<file path="src/rtl/multi_uart_rx_aggregator.sv">
// ---------------------------------------------------------------------------
// multi_uart_rx_aggregator
//
// N-channel UART receiver. Each rxd line has its own 2-FF synchroniser,
// RX state machine and byte FIFO. A round-robin arbiter merges the FIFOs into
// one valid/ready byte stream tagged with the source channel index.
//
// Parameters
//   N_CH          number of UART channels (1..8)
//   CLKS_PER_BIT  clk cycles per bit, >= 8
//   FIFO_DEPTH    bytes per channel FIFO, power of 2, >= 2
//
// Ports
//   clk          system clock
//   reset_n      asynchronous reset, active low
//   rxd          serial inputs, idle high, bit i = channel i
//   out_valid    out_data/out_ch hold a byte
//   out_ready    sink accepts the byte when out_valid is also high
//   out_data     received byte
//   out_ch       source channel of out_data
//   overflow     sticky per channel: byte dropped because the FIFO was full
//   framing_err  sticky per channel: bad stop bit (or bad parity)
//   clear_err    pulse: clears overflow and framing_err
//
// Configuration macro
//   UART_PARITY_EN  defined   -> 8E1 frames, parity error reported as framing_err
//                   undefined -> 8N1 frames, no parity logic
// ---------------------------------------------------------------------------
module multi_uart_rx_aggregator #(
  parameter int N_CH         = 3,
  parameter int CLKS_PER_BIT = 434,
  parameter int FIFO_DEPTH   = 16,
  parameter int CH_W         = (N_CH > 1) ? $clog2(N_CH) : 1
) (
  input  logic            clk,
  input  logic            reset_n,
  input  logic [N_CH-1:0] rxd,
  output logic            out_valid,
  input  logic            out_ready,
  output logic [7:0]      out_data,
  output logic [CH_W-1:0] out_ch,
  output logic [N_CH-1:0] overflow,
  output logic [N_CH-1:0] framing_err,
  input  logic            clear_err
);

  localparam int AW    = $clog2(FIFO_DEPTH);
  localparam int CNT_W = $clog2(CLKS_PER_BIT);

  // Counters run down to zero, so a reload of K means K+1 cycles until the
  // next sample.
  localparam logic [CNT_W-1:0] BIT_RELOAD  = CNT_W'(CLKS_PER_BIT - 1);
  localparam logic [CNT_W-1:0] HALF_RELOAD = CNT_W'(CLKS_PER_BIT / 2 - 1);

  localparam logic [2:0] S_IDLE   = 3'd0;
  localparam logic [2:0] S_START  = 3'd1;
  localparam logic [2:0] S_DATA   = 3'd2;
`ifdef UART_PARITY_EN
  localparam logic [2:0] S_PARITY = 3'd3;
`endif
  localparam logic [2:0] S_STOP   = 3'd4;

  // Per-channel FIFO status seen by the arbiter.
  logic [N_CH-1:0] fifo_empty;
  logic [N_CH-1:0] pop;
  logic [7:0]      head [N_CH];

  // Arbiter state and decision.
  logic [CH_W-1:0] rr_ptr;
  logic [CH_W-1:0] grant_idx;
  logic [CH_W-1:0] rr_next;
  logic            grant_valid;
  logic            load;
  int              cand;

  // The output register may take a new byte when it is empty or is being
  // emptied by a handshake this cycle; this is what sustains one byte/cycle.
  assign load = !out_valid || out_ready;

  // First non-empty FIFO starting at rr_ptr, wrapping modulo N_CH.
  // NOTE: every variable written in always_comb gets a default first, so no
  // path leaves it unassigned and no latch is inferred.
  always_comb begin
    grant_valid = 1'b0;
    grant_idx   = '0;
    cand        = 0;
    for (int k = 0; k < N_CH; k++) begin
      cand = int'(rr_ptr) + k;
      if (cand >= N_CH) cand = cand - N_CH;
      if (!grant_valid && !fifo_empty[cand]) begin
        grant_valid = 1'b1;
        grant_idx   = CH_W'(cand);
      end
    end
  end

  always_comb begin
    pop = '0;
    if (load && grant_valid) pop[grant_idx] = 1'b1;
  end

  assign rr_next = (int'(grant_idx) == N_CH - 1) ? '0 : grant_idx + CH_W'(1);

  // Output register. Holds its contents while out_valid && !out_ready.
  // NOTE: clocked state uses non-blocking assignments so every register
  // samples pre-edge values regardless of statement order.
  always_ff @(posedge clk or negedge reset_n) begin
    if (!reset_n) begin
      out_valid <= 1'b0;
      out_data  <= '0;
      out_ch    <= '0;
      rr_ptr    <= '0;
    end else if (load) begin
      out_valid <= grant_valid;
      if (grant_valid) begin
        out_data <= head[grant_idx];
        out_ch   <= grant_idx;
        rr_ptr   <= rr_next;
      end
    end
  end

  for (genvar i = 0; i < N_CH; i++) begin : g_ch
    logic             sync1, sync2, sync_prev;
    logic [2:0]       state;
    logic [CNT_W-1:0] baud_cnt;
    logic [2:0]       bit_cnt;
    logic [7:0]       shift;
    logic             push_q;
    logic             stop_done;
    logic             frame_bad;
    logic [7:0]       mem [FIFO_DEPTH];
    logic [AW:0]      wr_ptr, rd_ptr;
    logic             full;
    logic             do_write;
    logic             ovf_q, ferr_q;

    assign stop_done = (state == S_STOP) && (baud_cnt == '0);

`ifdef UART_PARITY_EN
    logic parity_bad;
    assign frame_bad = !sync2 || parity_bad;
`else
    assign frame_bad = !sync2;
`endif

    // Synchroniser, edge detector and RX state machine. The synchroniser
    // resets to idle-high so reset release never looks like a start edge.
    always_ff @(posedge clk or negedge reset_n) begin
      if (!reset_n) begin
        sync1     <= 1'b1;
        sync2     <= 1'b1;
        sync_prev <= 1'b1;
        state     <= S_IDLE;
        baud_cnt  <= '0;
        bit_cnt   <= '0;
        shift     <= '0;
        push_q    <= 1'b0;
`ifdef UART_PARITY_EN
        parity_bad <= 1'b0;
`endif
      end else begin
        sync1     <= rxd[i];
        sync2     <= sync1;
        sync_prev <= sync2;
        push_q    <= 1'b0;
        case (state)
          // Only a fresh 1->0 edge starts a frame; a line stuck low does not.
          S_IDLE: begin
            if (sync_prev && !sync2) begin
              state    <= S_START;
              baud_cnt <= HALF_RELOAD;
            end
          end
          // Mid start bit: a line back high was a glitch, drop it silently.
          S_START: begin
            if (baud_cnt != '0) begin
              baud_cnt <= baud_cnt - CNT_W'(1);
            end else if (!sync2) begin
              state    <= S_DATA;
              baud_cnt <= BIT_RELOAD;
              bit_cnt  <= '0;
`ifdef UART_PARITY_EN
              parity_bad <= 1'b0;
`endif
            end else begin
              state <= S_IDLE;
            end
          end
          S_DATA: begin
            if (baud_cnt != '0) begin
              baud_cnt <= baud_cnt - CNT_W'(1);
            end else begin
              shift    <= {sync2, shift[7:1]};
              baud_cnt <= BIT_RELOAD;
              bit_cnt  <= bit_cnt + 3'd1;
              if (bit_cnt == 3'd7) begin
`ifdef UART_PARITY_EN
                state <= S_PARITY;
`else
                state <= S_STOP;
`endif
              end
            end
          end
`ifdef UART_PARITY_EN
          // Even parity: the eight data bits plus this bit hold an even
          // number of ones.
          S_PARITY: begin
            if (baud_cnt != '0) begin
              baud_cnt <= baud_cnt - CNT_W'(1);
            end else begin
              parity_bad <= ^{shift, sync2};
              baud_cnt   <= BIT_RELOAD;
              state      <= S_STOP;
            end
          end
`endif
          // shift is untouched in IDLE, so the push one cycle later still
          // sees the assembled byte.
          S_STOP: begin
            if (baud_cnt != '0) begin
              baud_cnt <= baud_cnt - CNT_W'(1);
            end else begin
              state  <= S_IDLE;
              push_q <= !frame_bad;
            end
          end
          default: state <= S_IDLE;
        endcase
      end
    end

    // FIFO with one extra pointer bit to tell full from empty.
    assign full          = (wr_ptr[AW] != rd_ptr[AW]) &&
                           (wr_ptr[AW-1:0] == rd_ptr[AW-1:0]);
    assign fifo_empty[i] = (wr_ptr == rd_ptr);
    // A pop in the same cycle frees the slot, so a push into a full FIFO
    // still succeeds then.
    assign do_write      = push_q && (!full || pop[i]);
    assign head[i]       = mem[rd_ptr[AW-1:0]];

    always_ff @(posedge clk or negedge reset_n) begin
      if (!reset_n) begin
        wr_ptr <= '0;
        rd_ptr <= '0;
      end else begin
        if (do_write) wr_ptr <= wr_ptr + 1'b1;
        if (pop[i])   rd_ptr <= rd_ptr + 1'b1;
      end
    end

    // NOTE: the storage array has no reset; the pointers alone define which
    // entries are valid, and leaving it unreset lets it map onto RAM.
    always_ff @(posedge clk) begin
      if (do_write) mem[wr_ptr[AW-1:0]] <= shift;
    end

    // Sticky flags: a set event beats a simultaneous clear.
    always_ff @(posedge clk or negedge reset_n) begin
      if (!reset_n) begin
        ovf_q  <= 1'b0;
        ferr_q <= 1'b0;
      end else begin
        if (push_q && full && !pop[i]) ovf_q <= 1'b1;
        else if (clear_err)            ovf_q <= 1'b0;
        if (stop_done && frame_bad)    ferr_q <= 1'b1;
        else if (clear_err)            ferr_q <= 1'b0;
      end
    end

    assign overflow[i]    = ovf_q;
    assign framing_err[i] = ferr_q;
  end

endmodule

</file>
<file path="config.mk">
export PLATFORM = sky130hd
export DESIGN_NAME = multi_uart_rx_aggregator
export DESIGN_NICKNAME = d
export VERILOG_FILES = /design/src/rtl/multi_uart_rx_aggregator.sv
export SDC_FILE = /design/constraint.sdc
export NUM_CORES = 1
export LEC_CHECK = 0
export CAP_MARGIN = 20
export CORE_MARGIN = 5
export CORE_UTILIZATION = 41
export DETAILED_ROUTE_END_ITERATION = 8
export DONT_BUFFER_PORTS = 1
export PLACE_DENSITY_LB_ADDON = 0.05
export REMOVE_ABC_BUFFERS = 1
export SYNTH_ARGS = -nofsm -noshare
export SYNTH_HDL_FRONTEND = slang
export SYNTH_SLANG_ARGS = --single-unit
</file>
<file path="constraint.sdc">
create_clock -name clk -period 3.34 [get_ports clk]
set_input_delay 1.002 -clock clk [delete_from_list [all_inputs] [get_ports clk]]
set_output_delay 1.002 -clock clk [all_outputs]
set_load 0.02 [all_outputs]
</file>
==> results.yml <==
die:
  rows: 84
  fp.dieArea_um2: 57100
  dieWidth_um: 239
  pin_count: 24
  die_h_um: 239
  initial_utilization_pct: 41.1
  core-area_um2: 52200
pwr:
  powerDensity_nw_per_um2: 706
  total_power_uw: 17300
  peakVddDrop_mv: 0.399
  p_leak_uw: 0.00875
timing:
  maxClockFrequency_mhz: 322
  rsz0062_at_grt: "no"
  worst_hold_slack_ns: 0.112
  hold_violations: 0
  worst_slew_pin_slew_ns: 0.806
  min_period_ns: 3.10
  drv_slew: 0
  slew-limit-headroom_pct: 46.2
  finalClockSkew_ns: 0.0114
  finalSetupViolCount: 0
  min_period_over_period_pct: 92.9
clock_network:
  insertion_delay_ns: 0.59
  ctsResizeCount: 0
  cts.clk_slew.worst_paths_ns: 0.06
  postCtsHoldBufs: 0
  clockBufferDepth: 3
  clock_sinks: 514
  post_cts_buffers: 0
  cts_buffers: 54
  cts_tree: "done"
  htreeDepth: 2
  cts-root-buf: "clkbuf_16"
worst_setup_path:
  cpPeakStageDelay_ns: 0.60
  critPathSlowestCell: "or4_4"
  arrival_ns: 3.39
  crit_path_end_kind: "flip-flop"
  crit_type: "flip-flop to flip-flop"
  critPathBufInv: 1
  crit_family: "simple AND/OR/NAND/NOR gates"
  worst-path-max-fanout: 10
  startpoint_type: "flip-flop"
  crit_chain: "xnor2_1, nand4_1, or4_4, o32a_1, o21ai_4, nand2_1, nor3_1, buf_4"
  required_ns: 3.63
detailed_routing:
  drtIter0Drc: 679
  viasPerCell: 5.36
  drc: 0
  drt-total-wl_um: 47200
  ant_nets: 0
  wl_per_cell_um: 23.1
  first_pass_iters: 4
  vias: 11000
place:
  place.gp.congestion: 0.772
  dp.cells: 1944
  io_buffers: 0
  place_hpwl_um: 30500
global_route:
  antenna_found_initial: 1
  grt_pass1_wl_um: 72300
  grt_max_degree: 131
  grt_pass1_vias: 11400
  grt_usage_pct: 16.8
  grt.overflow.total: 0
run_status:
  outcome: "complete, no violations"
job:
  drv_cap: 0
layout:
  final_nets: 1345
  finalNonFillerCells: 2047
  syn_to_final_growth_pct: 13.9
  drive_above_1_share_pct: 25.4
  final_core_util_pct: 46.8
logic_synthesis:
  syn-cell-area_um2: 21500
  ys_ff_latch: 514
  ys_seq_area_share_pct: 68.9
  synth_edf_count: 384
  synth_top_area_cell: "edfxtp_1"
  yosysTopAreaCellShare_pct: 53.7
  async_flop_share_pct: 25.3
  synth_commonest_cells: "edfxtp_1 (384), dfrtp_1 (121), mux4_2 (120)"
  ys_types: 83
  synth_area_leaders: "edfxtp_1 (54%), dfrtp_1 (14%), mux4_2 (13%)"
  yosys_warnings: 0
  synth-main-ff-cell: "edfxtp_1"
  synth.avg_cell_area_um2: 17.3
  synth_most_common_cell: "edfxtp_1"
  synthCells: 1244
worst_hold_path:
  hold_path.class: "input port to async pin"
## registers in the layout (all words and copies together) (netlist names), 8 cells and up
signal,count
g_ch.baud_cnt,27
g_ch.bit_cnt,9
g_ch.mem,384
g_ch.rd_ptr,15
g_ch.shift,24
g_ch.state,9
g_ch.wr_ptr,15
out_data,8
## worst paths after layout
check / from / to / slack (ns) / cells after the start
max: g_ch[1].wr_ptr[2]$_DFFE_PN0P_ / g_ch[0].mem[3][3]$_DFFE_PP_ / 0.24 / 8
min: reset_n / g_ch[1].shift[4]$_DFFE_PN0P_ / 0.11 / 0
max reg2reg: g_ch[1].wr_ptr[2]$_DFFE_PN0P_ / g_ch[0].mem[3][3]$_DFFE_PP_ / 0.24 / 8
min reg2reg: g_ch[2].sync1$_DFF_PN1_ / g_ch[2].sync2$_DFF_PN1_ / 0.35 / 0
max in group asynchronous: reset_n / g_ch[0].sync2$_DFF_PN1_ / 2.97 / 0
min in group clk: g_ch[2].sync1$_DFF_PN1_ / g_ch[2].sync2$_DFF_PN1_ / 0.35 / 0
## stage by stage
stage / TNS, ns / setup slack, ns / cell area [µm²]
5_1_grt: 0 / 0.0687 / 24500
2_1_floorplan: -231.37 / -0.830 / 21100
3_3_place_gp: 0 / 0.284 / 22600
6_report: 0 / 0.238 / 24500
3_5_place_dp: 0 / 0.271 / 22600
4_1_cts: 0 / 0.265 / 24500
## kinds of logic (layout without fill, tap and decap cells)
kind of cell	after synthesis	after routing	share of synthesized area [%]
other cells	0	2	0
flops	514	514	68.9
simple gates	257	257	6.39
fa+ha+maj	27	27	1.57
mux	153	153	14.3
buf+inv	102	215	2.27
xor+xnor	44	44	1.83
compound gates	147	147	4.79
## per-layer routing
metal	track usage, %	share of wire (%)	wire length [µm]
met1	24.1	45	21400
met2	26.0	47	22100
met3	3.81	4.9	2330
met4	4.84	2.7	1280
met5	0	0	0
## power by group
group          internal, µW  switching (µW)
clock                  3780            2410
sequential             7130             400
combinational          1550            1990
total                 12500            4800
## cell usage in the layout, fill, tap and decap left out, types with 4 or more instances in the layout
cell,instances
a21oi_1,37
a22o_1,11
a31oi_1,4
and2_1,6
and3_1,16
buf_4,80
bufinv_16,8
clkbuf_1,14
clkbuf_16,55
clkbuf_8,7
clkinv_1,8
clkinv_2,7
dfrtp_1,118
dfstp_2,9
edfxtp_1,384
ha_1,26
inv_1,33
mux2_2,28
mux2i_1,4
mux4_2,120
nand2_1,50
nand2b_1,17
nand3_1,15
nand4_1,9
nor2_1,63
nor2b_1,8
nor3_1,25
nor3b_1,8
nor4_1,4
o21ai_0,33
o22ai_1,15
or3_1,8
xnor2_1,31
xor2_1,12
## layout make-up
class	instances	area, µm²
diodes	2	5.00
clock buffers	76	1530
clock inverters	25	322
fillers	4470	27800
inverters	33	124
multi-input cells	628	6210
flip-flops and latches	514	14800
well taps	688	861
repair buffers	81	621
No activity file was read; power rests on OpenSTA's default activity.
